===== config.mk =====
export PLATFORM = sky130hd
export DESIGN_NAME = irb_scanout
export DESIGN_NICKNAME = d
export VERILOG_FILES = /design/src/rtl/irb_scanout.sv
export SDC_FILE = /design/constraint.sdc
export NUM_CORES = 1
export LEC_CHECK = 0
export CORE_MARGIN = 3
export CORE_UTILIZATION = 33
export DETAILED_ROUTE_END_ITERATION = 12
export HOLD_SLACK_MARGIN = 0.12
export PLACE_DENSITY = 0.55
export RECOVER_POWER = 100
export SLEW_MARGIN = 15
export SYNTH_ARGS = -nofsm -noshare
export SYNTH_HDL_FRONTEND = slang
export SYNTH_SLANG_ARGS = --single-unit

===== constraint.sdc =====
create_clock -name clk -period 4.49 [get_ports clk]
set_input_delay 0.6735 -clock clk [delete_from_list [all_inputs] [get_ports clk]]
set_output_delay 0.6735 -clock clk [all_outputs]
set_load 0.1 [all_outputs]

===== src/rtl/irb_scanout.sv =====
// rtl/irb_scanout.sv - 8x8 image buffer capture and handshaked raster scan-out with frame sum
// Captures 64 unique pixel writes, then streams them out in address order while accumulating their sum.
module irb_scanout (
    input  logic        clk,
    input  logic        reset,
    input  logic        IRB_RW,
    input  logic [5:0]  IRB_A,
    input  logic [7:0]  IRB_D,
    input  logic        done,
    input  logic        out_ready,
    output logic        out_valid,
    output logic [7:0]  out_data,
    output logic        out_last,
    output logic [13:0] frame_sum,
    output logic        sum_valid,
    output logic        err
);

    typedef enum logic [1:0] {CAPT, SCAN, FIN, ERR} state_t;

    state_t      state;
    state_t      state_next;
    logic [7:0]  mem [64];
    logic [63:0] flags;
    logic [6:0]  count;
    logic [5:0]  index;

    logic        wr_capt;
    logic        new_addr;
    logic [6:0]  count_next;
    logic        handshake;
    logic        clear;
    logic [5:0]  index_inc;

    assign wr_capt    = (state == CAPT) && !IRB_RW;
    assign new_addr   = wr_capt && !flags[IRB_A];
    assign count_next = count + {6'd0, new_addr};
    assign handshake  = out_valid && out_ready;
    assign index_inc  = index + 6'd1;
    // Leaving FIN/ERR/SCAN back to capture discards the frame bookkeeping.
    assign clear      = (state != CAPT) && (state_next == CAPT);

    always_ff @(posedge clk or posedge reset) begin
        if (reset) begin
            state <= CAPT;
        end else begin
            state <= state_next;
        end
    end

    always_comb begin
        state_next = state;
        case (state)
            CAPT: begin
                if (done) begin
                    state_next = (count_next == 7'd64) ? SCAN : ERR;
                end
            end
            SCAN: begin
                if (!done) begin
                    state_next = CAPT;
                end else if (handshake && (index == 6'd63)) begin
                    state_next = FIN;
                end
            end
            default: begin
                if (!done) begin
                    state_next = CAPT;
                end
            end
        endcase
    end

    always_ff @(posedge clk) begin
        if (wr_capt) begin
            mem[IRB_A] <= IRB_D;
        end
    end

    always_ff @(posedge clk or posedge reset) begin
        if (reset) begin
            out_valid <= 1'b0;
            out_data  <= 8'd0;
            out_last  <= 1'b0;
            frame_sum <= 14'd0;
            sum_valid <= 1'b0;
            err       <= 1'b0;
            count     <= 7'd0;
            flags     <= 64'd0;
            index     <= 6'd0;
        end else if (clear) begin
            out_valid <= 1'b0;
            out_last  <= 1'b0;
            frame_sum <= 14'd0;
            sum_valid <= 1'b0;
            err       <= 1'b0;
            count     <= 7'd0;
            flags     <= 64'd0;
            index     <= 6'd0;
        end else begin
            case (state)
                CAPT: begin
                    if (wr_capt) begin
                        flags[IRB_A] <= 1'b1;
                    end
                    count <= count_next;
                    if (state_next == SCAN) begin
                        index     <= 6'd0;
                        out_valid <= 1'b1;
                        out_last  <= 1'b0;
                        // A final write to pixel 0 in the same cycle is not yet in mem.
                        out_data  <= (wr_capt && (IRB_A == 6'd0)) ? IRB_D : mem[0];
                    end
                    if (state_next == ERR) begin
                        err <= 1'b1;
                    end
                end
                SCAN: begin
                    if (!IRB_RW) begin
                        err <= 1'b1;
                    end
                    if (handshake) begin
                        frame_sum <= frame_sum + {6'd0, out_data};
                        if (index == 6'd63) begin
                            out_valid <= 1'b0;
                            out_last  <= 1'b0;
                            sum_valid <= 1'b1;
                        end else begin
                            index    <= index_inc;
                            out_data <= mem[index_inc];
                            out_last <= (index_inc == 6'd63);
                        end
                    end
                end
                default: begin
                end
            endcase
        end
    end

endmodule


; ---- Word level (Yosys, flattened, before mapping)
; Memories as Yosys holds them, arrays and structs flattened.
; Cells that the tools add are included.
[word_totals]
register_bits = 105
mem_bits_rw = 512
inputBits = 19
out_inout_bits = 26
elab_cells = 109
n_memories = 1
[mem_list]
columns = memory, depth, word_bits, rd, rd_ports_with_merged_regs, wr, line_no
row1 = mem, 64, 8, 2, 0, 1, 23  ; logic [7:0] mem [64];
[classes]
add_sub_neg = 3
n_lt_le_gt_ge = 2
n_eq_ne = 15
mux = 48
bitwise_logic = 2
reduce_logical = 28
[ops]
columns = op, count
row1 = $mux 64, 3
row2 = $or 64x64->64, 1
row3 = $mux 14, 3
row4 = $mux 8, 4
row5 = $mux 6, 4
row6 = $mux 1, 19
row7 = $pmux 8 s2, 1
row8 = $add 14x8->14, 1
row9 = $mux 7, 2
row10 = $reduce_bool 2->1, 7
row11 = $eq 6x6->1 const B, 2
row12 = $ne 3x3->1 const B, 4
row13 = $pmux 6 s2, 1
row14 = $mux 2, 5
row15 = $reduce_and 3->1, 3
row16 = $reduce_and 4->1, 2
row17 = $add 7x1->7, 1
row18 = $eq 7x7->1 const B, 1
row19 = $logic_and 1x1->1, 7
row20 = $lt 6x7->1 const B, 1
row21 = $add 6x1->6 const B, 1
row22 = $bmux 1 s6, 1
row23 = $demux 1 s6, 1
row24 = $ge 6x1->1 const B, 1
row25 = 14 further kinds, 22

; ---- Longest topological paths before layout
[logic_depth]
depth_word = 13
depth_mapped = 19
ltp_nobuf = 16

; ---- Least setup slack after synthesis
; No wires, ideal clock.
[synth_timing]
path_kind = input to register
startpoint = in IRB_A[0]
endpoint = reg out_data[7]
setup_time_ns = 0.077
arrival_time_ns = 4.152
required_time_ns = 4.413
setup_slack_ns = 0.261
cell_stages = 18
n_path_buf = 3
cell_sequence = buf_2 -> buf_1 -> mux2i_1 -> nor2_1 -> a31oi_1 -> a21oi_1 -> a311oi_1 -> o22ai_1 -> nor4_1 -> ha_1 -> ha_1 -> a31oi_1 -> or4_1 -> o41ai_1 -> nand3b_1 -> buf_1 -> a21o_1 -> a21oi_1
[synth_between]
elab_chain_len = 13
word_cells_on_any_way = 20
[synth_lines]
columns = element, line_no
row1 = from (decl), 7  ; input logic [5:0] IRB_A,
row2 = branches (longest 13 deep; another with $add 7x1->7), n/a
row3 = to (signal assigned), 112  ; out_data <= (wr_capt && (IRB_A == 6'd0)) ? IRB_D : mem[0];
row4 = to (signal assigned), 130  ; out_data <= mem[index_inc];
row5 = to (decl), 12  ; output logic [7:0] out_data,
; Several ways; the timed one is not identified. The select of a mux whose other input is x is not followed.
; A chain may end at the register's enable or synchronous reset.

; ---- Worst setup path in the final report
; Same ends and word-level chain as after synthesis.

==> metrics <==
grt ovf 0; clock root cell clkbuf_16; I/O Buffers 44; Psw approximately 2.5 mW; CTS buffer count 68; switch share 20.62%; area delta synth->final 16.85%; cts repair resizes 0; antenna-violating nets left 0; final setup fails 0; flop-to-flop setup slack 0.49 ns; final instance area 29110 µm²; number of global-route vias before repair 13604; cell with the most instances after synthesis edfxtp_1; Clk Latency, worst-skew pair between 0.6 and 0.7 ns; Reg power frac 51.7%; post-layout util 39.04%; initial antenna violation count 1; Startpoint Class input port; failing checks max-capacitance violations, max-slew violations; RSZ-0062 raised after global routing false; Primary FF master, synth edfxtp_1; endpoints failing hold 0; FMAX roughly 240 MHz; share of the synthesized area in the top cell type 61.71%; Reg2Reg Depth 16; GPL Wtd Cong 0.8367; dpl hpwl approximately 40 mm; Final Hold Slack 0.4990 ns; Die X-Extent 280.8 µm; DR vias 13245; post-route clock skew 0.01501 ns; Max VDD drop ~0.28 mV; first-pass GRT wire length 91.47 mm; final WL 60.40 mm; Clock power frac 46.0%; clk buf depth 3; Worst Path Arrival 4.77 ns; total power approximately 12 mW; number of synthesized flops with an enable pin 512; nets 1567; Crit Path Category in2reg; CTS tree built; core area 74570 µm²; WHS Path Cells 2; cell taking the most area after synthesis edfxtp_1; detailed-route DRC error count 0; Pwr Density 414.5 nW/µm²; Site Rows 100; H-tree Lvls 3; post-CTS setup repair buffer count 0; synthesized net count 1404; FF+latch count, synth 617; fin crit period 4.229 ns; Tcrit/Tclk final between 90% and 100%; register area share after synthesis 72.26%; async set or reset register ratio after synthesis 17.02%; total clock sinks 617; Worst Hold Launch flags[54]$_DFFE_PP0P_; Hold Crit Endpoint flags[54]$_DFFE_PP0P_; Mapped Area 24910 µm²; Worst Path Max Fanout 10; Area after DPL 27180 µm²; Synth Instances 1372; FF-to-FF End out_data[7]$_DFFE_PP0P_; initial DRC count 1147; internal power around 9.6 mW; Mapped Avg Cell Area approximately 18 µm²; starting density of the core 33.41%; Ys Warns 0; max_cap viols 14; vias per cell 5.180; Rel. slew slack -101.1%; Die H ~280 µm; GRT Overall Usage 15.72%; largest cells by area after synthesis edfxtp_1 62%, mux4_2 14%, dfrtp_1 11%; Die ar. 78830 µm²; WL per Instance 23.62 µm; Leakage 9.824 nW; Hold Buf Count CTS 0; Synth top cells by count 512 x edfxtp_1, 212 x nor2_1, 158 x mux4_2; reg2reg start state[1]$_DFF_PP0_; Required @ worst endpoint 5.03 ns; Combinational Power Share 2.3%; share of layout cells above drive strength 1 approximately 20%; Least-Margin Pin Slew 3.016 ns; io pins 45; pin count of the biggest net entering global routing 68; CP Capture Type flip-flop; drt first pass iters 5; library cells used by synthesis 57; status finished, violations left; Clock transition at path regs 0.06 ns; max-slew violations around 560; Tightest Hold Check Type reg2reg
power by group through the flow:
| stage | Clock, mW | Combinational (mW) | Sequential, mW |
|---|---|---|---|
| final | 5.55 | 0.277 | 6.24 |
| after global routing | 5.92 | 0.308 | 6.24 |
| after CTS | 5.69 | 0.292 | 6.23 |
| after detailed placement | 0 | 0.291 | 6.35 |
| after global placement | 0 | 0.282 | 6.35 |
| after floorplan | 0 | 0.107 | 6.36 |
worst max-delay path, stage by stage:
cell and delay (ns):
clkdlybuf4s50_1 0.52, buf_12 0.15, mux2_2 0.34, a221oi_1 0.23, a21oi_1 0.07, a311oi_1 0.21
o22ai_1 0.13, nor4_1 0.31, buf_4 0.19, ha_1 0.18, ha_1 0.25, or4_1 0.55
o41ai_1 0.28, nand3b_1 0.13, buf_2 0.22, a21o_1 0.18, a21oi_1 0.14
through the flow:
stage	setup TNS [ns]	std cells	worst slack [ns]
finish	0	2557	0.2612
global route	0	2556	0.02222
CTS	0	2556	0.2977
detailed placement	-4.898	2434	-0.3566
global placement	-4.719	2434	-0.3545
floorplan	0	1372	0.2606
how the worst max path moves through the flow:
stage	start	to	slack, ns	cells past startpoint
after floorplan	IRB_A[0]	out_data[7]$_DFFE_PP0P_	0.26	18
after global placement	IRB_A[0]	out_last$_DFFE_PP0P_	-0.35	16
after global routing	IRB_A[1]	out_data[6]$_DFFE_PP0P_	0.02	16
final	IRB_A[0]	out_data[7]$_DFFE_PP0P_	0.26	17
after CTS	IRB_A[0]	out_last$_DFFE_PP0P_	0.30	15
after detailed placement	IRB_A[0]	out_last$_DFFE_PP0P_	-0.36	15
placed cells by master, fill, tap and decap left out, types with 6 or more instances in the layout:
master	count
ha_1	11
nor2b_1	6
nand3_1	28
a22o_1	9
buf_4	37
xnor2_1	7
a221oi_1	13
clkbuf_1	99
mux4_2	158
buf_12	8
nor2_1	212
a21oi_1	28
nand2_1	57
xor2_1	10
bufinv_16	7
o21ai_0	19
mux2i_1	27
dlygate4sd3_1	28
clkinv_1	9
dfrtp_1	104
edfxtp_1	512
clkdlybuf4s50_1	8
clkbuf_16	68
or3_1	7
metal layers:
metal	track usage (%)	vias to the layer above	share of wire, %
met2	24.18	297	46
li1	-	5801	-
met3	2.376	78	4.1
met5	0	-	0
met1	22.93	7069	47
met4	5.332	0	2.6
cell families (layout without fill, tap and decap cells):
group	after synthesis	count (layout)	share of synthesized area, %
muxes	192	192	15.93
xor gates and xnor gates	18	18	0.6328
DFF	617	617	72.26
other	0	1	0
AOI/OAI and AO/OA	116	116	3.154
adders and majority gates	13	13	0.6830
buffers and inverters	74	289	1.562
and+or+nand+nor	342	342	5.781
sequential cells by signal, indices dropped and copies added, names as in the netlist:
register and cells:
flags 64, out_last 1, out_data 8, err 1, out_valid 1, index 6
count 7, state 2, mem 512, frame_sum 14, sum_valid 1
cell type report:
| type | instances | area, µm² |
|---|---|---|
| repair buffers | 162 | 1105 |
| multi-input cells | 681 | 6544 |
| inverters | 5 | 20.02 |
| diodes | 1 | 2.502 |
| well taps | 969 | 1212 |
| flip-flops and latches | 617 | 18010 |
| clock buffers | 91 | 1818 |
| fillers | 6822 | 45460 |
| clock inverters | 31 | 402.9 |
No activity file was read; power rests on OpenSTA's default activity.
==> RTL change 1 (same flow settings) <==
The 4 states of `state_t` get a one-hot encoding in 4 bits.
--- a/src/rtl/irb_scanout.sv
+++ b/src/rtl/irb_scanout.sv
@@ -17,5 +17,5 @@
 );
 
-    typedef enum logic [1:0] {CAPT, SCAN, FIN, ERR} state_t;
+    typedef enum logic [3:0] {CAPT = 4'b0001, SCAN = 4'b0010, FIN = 4'b0100, ERR = 4'b1000} state_t;
 
     state_t      state;
Function: same outputs for any inputs over 10 cycles, from zero or initial values and one cycle with reset high; not proved beyond that.
==> RTL change 1 against the original RTL <==
Synthesized area hardly changed; cell area hardly changed; clock skew is 0.0054 ns higher; sequential cell count is 2 higher; largest power group unchanged; setup slack worse by 0.064 ns; count of clock-buffer cells in the layout is 2 lower; wire length is 0.37% lower; global-route usage is 0.22 points lower; utilization hardly changed; total power is 3.4% lower; the flow still finishes with violations (max-capacitance violations, max-slew violations).
==> RTL change 1: results (changes against the original RTL) <==
* Status: complete, but fails checks
* Failing checks: max-capacitance violations, max-slew violations
* Top cells by area, synth: edfxtp_1, mux4_2, dfrtp_1
* RD Place Congestion at 0.840 (+0.41%)
* Global-route track usage on met2 at 24.3% (+0.12 points)
* Post-Synth XOR/XNOR Area at 0.704% (+0.071 points)
* Clk buf depth at 3 (unchanged)
* Placed cell area at 27,300 sq um (+0.50%)
* Worst hold path class: input pin to flip-flop
* Cts bufs inserted at 66 (-2.9%)
* Hold path startpoint: IRB_D[7]
* Seq group at 6.28 mW (+0.6%)
* Static leakage at 9.83 nW (+0.11%)
* DP Cell Count at 2,421 (-0.53%)
* Nets@finish at 1,554 (-0.83%)
* Met3 WL at 3.37 mm (+35%)
* Worst EP arrival at 4.75 ns (-0.02 ns)
* Slowest cell on crit path: clkdlybuf4s50_1
* Met2 wire len at 28.4 mm (+1.8%)
* Metal-1 WL at 27.1 mm (-4.7%)
* Relative max-transition margin at -74.4% (+27 points)
* Library cells used by synthesis at 58 (+1.8%)
* Clk_skew at 0.0204 ns (+0.00541 ns)
* Max cap viols at 9 (-5)
* Place WS at -0.355 ns (+0.00155 ns)
* GRT Util Overall at 15.5% (-0.22 points)
* Number of global-route vias before repair at 13,500 (-0.56%)
* Reg-to-Reg Start: state[0]
* Fraction of layout cells with a size suffix above 1 at 21.7% (+2.1 points)
* Worst hold path stage count at 1 (-1)
* Post-synthesis mux area share at 15.7% (-0.21 points)
* Hold Path End: mem[61][7]
* Drt initial violations at 1,187 (+3.5%)
* Reg2reg end: out_data[0]
* Adder-cell share of the synthesized area at 0.683% (about the same)
* Slew Limit Fails at 390 (-30%)
* Post-synth top cells: edfxtp_1, nor2_1, mux4_2, dfrtp_1, nand2_1
* Sw power at 2.39 mW (-4.1%)
* Mean post-synth cell area at 18.6 sq um (+2.2%)
* Fillcell total at 6,836 (+0.21%)
* Largest net degree at the start of global routing at 60 (-12%)
* Skew-Pair Late Insertion Delay at 0.59 ns (-0.03 ns)
* M3 GR Usage at 2.92% (+0.55 points)
* Crit path max fanout at 9 (-1)
* CP Class: input pin to flip-flop
* CP top delay family: buffers and inverters
* Post-route insts no fill at 2,539 (-0.70%)
* Crit path time final at 4.29 ns (+0.0644 ns)
* Compound-gate portion of the synthesized area at 3.70% (+0.55 points)
* Crit path largest cell delay at 0.46 ns (-0.09 ns)
* Post-synth ARST share at 17.3% (+0.27 points)
* M1 GR Usage at 22.3% (-0.59 points)
* Clock power share at 43.1% (-2.9 points)
* Register area share after synthesis at 72.5% (+0.25 points)
* Top layer in use: met5
* Max rail drop VDD at 0.218 mV (-22%)
* First-pass GRT wire length at 90.0 mm (-1.6%)
[RTL change 1: changes by cell type in the layout (fill, tap and decap cells not counted), moves of 7 or more]
cell	before	now
buf_4	37	56
a22o_1	9	2
a22oi_1	3	24
clkinv_1	9	16
mux2i_1	27	13
nand2_1	57	49
nand3_1	28	21
a221oi_1	13	5
a221o_1	0	8
mux2_2	3	12
o21a_1	4	28
nor2_1	212	184
o21ai_0	19	10
[RTL change 1: cell type report]
| type | instances | area [sq um] | share of cell area (%) |
|---|---|---|---|
| Tap cell | 969 | 1210 | 4.17 |
| Timing Repair Buffer | 177 | 1190 | 4.09 |
| Antenna cell | 1 | 2.50 | 0.00860 |
| Clock buffer | 89 | 1830 | 6.30 |
| Inverter | 4 | 16.3 | 0.0559 |
| Clock inverter | 26 | 146 | 0.503 |
| Multi-Input combinational cell | 654 | 6630 | 22.8 |
| Sequential cell | 619 | 18100 | 62.1 |
[RTL change 1: timing repair]
item                       in CTS  in global routing
buffers inserted                0                  2
setup endpoints to repair       0                 13
resized for setup               0                 12
==> RTL change 2 (same settings) <==
Without the edit above. Make the reset (`reset`) synchronous in 2 clocked blocks.
--- a/src/rtl/irb_scanout.sv
+++ b/src/rtl/irb_scanout.sv
@@ -41,5 +41,5 @@
     assign clear      = (state != CAPT) && (state_next == CAPT);
 
-    always_ff @(posedge clk or posedge reset) begin
+    always_ff @(posedge clk) begin
         if (reset) begin
             state <= CAPT;
@@ -78,5 +78,5 @@
     end
 
-    always_ff @(posedge clk or posedge reset) begin
+    always_ff @(posedge clk) begin
         if (reset) begin
             out_valid <= 1'b0;
Formal check against the unedited RTL: differs if reset is asserted again (counterexample within 4 cycles, from zero or initial values and one cycle with reset high); with reset held inactive, the same outputs for 4 cycles.
==> RTL change 2 against the original RTL <==
The flow still finishes with violations (max-capacitance violations, max-slew violations); total power is 1.4% lower; cell area down 1.8%; clock skew up 0.014 ns; count of clock-buffer cells in the layout decreased by 3; combinational power down 10%; wire length down 3.7%; sequential cell count stayed put; synthesized area is 1.7% lower; setup slack better by 0.082 ns; final cell count shrank 0.31%; critical endpoint is now index[0].
==> RTL change 2: results (changes against the original RTL) <==
* Status: complete, but fails checks
* Failing checks: max-capacitance violations, max-slew violations
* Post-synth ARST share at 0% (-17 points)
* Post-synth EDFFs at 512 (unchanged)
* Post-CTS resize count at 0 (unchanged)
* Adder-cell share of the synthesized area at 0.695% (+0.012 points)
* Post-Synth XOR/XNOR Area at 0.598% (-0.035 points)
* Relative max-transition margin at -60.9% (+40 points)
* Static leakage at 8.96 nW (-8.8%)
* Reg2Reg Depth at 17 (+1)
* Register-to-register setup slack at 0.86 ns (+0.37 ns)
* Nets@finish at 1,571 (+0.26%)
* Pre-antenna DRT Iters at 6 (+1)
* Crit path max fanout at 26 (+16)
* Worst EP arrival at 4.59 ns (-0.18 ns)
* Cts bufs inserted at 69 (+1.5%)
* DP Cell Count at 2,427 (-0.29%)
* Drt total wl at 58.2 mm (-3.7%)
* Top cells by area, synth: edfxtp_1, mux4_2, dfxtp_1
* DR WL/cell at 22.8 microns (-3.4%)
* Max cap viols at 10 (-4)
* Root buf cell: clkbuf_16
* Via density at 5.13 (-0.95%)
* Placed cell area at 26,700 sq um (-1.9%)
* First-pass GRT wire length at 88.2 mm (-3.6%)
* Library cells used by synthesis at 62 (+8.8%)
* Skew-Pair Late Insertion Delay at 0.60 ns (-0.02 ns)
* Drt initial violations at 1,135 (-1.0%)
* Reg-to-Reg Start: flags[46]
* Sw power at 2.40 mW (-3.6%)
* Max rail drop VDD at 0.225 mV (-20%)
* Post-DP HPWL at 37.5 mm (-3.5%)
* Register area share after synthesis at 71.4% (-0.89 points)
* Clk_skew at 0.0295 ns (+0.0144 ns)
* Slew Limit Fails at 350 (-37%)
* Compound-gate portion of the synthesized area at 3.13% (-0.027 points)
* Hold path startpoint: flags[47]
* Mean post-synth cell area at 17.5 sq um (-3.5%)
* Post-synth top cells: edfxtp_1, nor2_1, mux4_2, dfxtp_1, nand2_1
* Reg2reg end: index[0]
* RD Place Congestion at 0.870 (+4.0%)
* Synthesized Nets at 1,430 (+1.9%)
* Hold Path End: flags[47]
* Diode count at 0 (-1)
* GRT Util Overall at 15.1% (-0.58 points)
* Hold slack final at 0.468 ns (-0.0314 ns)
* Fraction of layout cells with a size suffix above 1 at 19.1% (-0.48 points)
* Largest net degree at the start of global routing at 67 (-1.5%)
* Post-synthesis mux area share at 16.2% (+0.28 points)
* Postcts setup bufs at 0 (unchanged)
* H-tree levels at 3 (unchanged)
* Fillcell total at 6,604 (-3.2%)
* Initial antenna violation count at 0 (-1)
[RTL change 2: routing by layer]
layer	routed length (microns)	track usage, %
met3	2710	2.29
met1	26800	21.7
met2	27700	24.3
met4	967	4.01
met5	0	0
[RTL change 2: power groups by stage]
stage / sequential [mW] / combinational (mW) / clock (mW)
CTS: 6.22 / 0.261 / 5.57
global route: 6.22 / 0.271 / 5.80
finish: 6.22 / 0.249 / 5.42
floorplan: 6.34 / 0.0909 / 0
detailed placement: 6.34 / 0.260 / 0
global placement: 6.34 / 0.253 / 0
[RTL change 2: final cells by class]
class / instances / share of cell area, %
sequential: 617 / 61.2
multi-input combinational: 695 / 23.4
clock buffer: 88 / 6.66
tap: 959 / 4.20
timing repair buffer: 144 / 3.42
clock inverter: 34 / 1.00
inverter: 12 / 0.158
[RTL change 2: per-stage QoR]
step           util [%]  setup WS [ns]
5_1_grt            39.0         0.0642
4_1_cts            39.4          0.507
3_5_place_dp       36.4         -0.125
6_report           39.0          0.344
2_1_floorplan         -          0.550
3_3_place_gp       36.4        -0.0604
[RTL change 2: kinds of logic after synthesis]
kind of cell | Yosys count
buffers and inverters | 86
muxes | 191
and+or+nand+nor | 358
xor gates and xnor gates | 15
DFF | 617
adders and majority gates | 13
AOI/OAI and AO/OA | 118
[RTL change 2: how the worst max path moves through the flow]
stage                  start     endpoint  cells past startpoint
floorplan           IRB_A[0]     index[2]                     16
global placement    IRB_A[1]     index[3]                     18
detailed placement  IRB_A[1]     index[3]                     18
CTS                 IRB_A[1]     index[3]                     18
global route        IRB_A[1]  out_data[2]                     20
finish              IRB_A[2]     index[0]                     20
[RTL change 2: worst max-delay path: stages]
cell and delay, ns:
dlygate4sd3_1 0.58, buf_12 0.19, clkbuf_1 0.32, mux2i_1 0.28
o22ai_1 0.11, nor3_1 0.14, o22a_1 0.15, nand4_1 0.08
nor3_1 0.22, buf_4 0.16, ha_1 0.16, clkbuf_4 0.14
and3_1 0.19, a31oi_1 0.13, nor2_1 0.12, o21ai_0 0.13
a21oi_1 0.32, clkbuf_1 0.19, mux2i_1 0.22, nor2_1 0.05
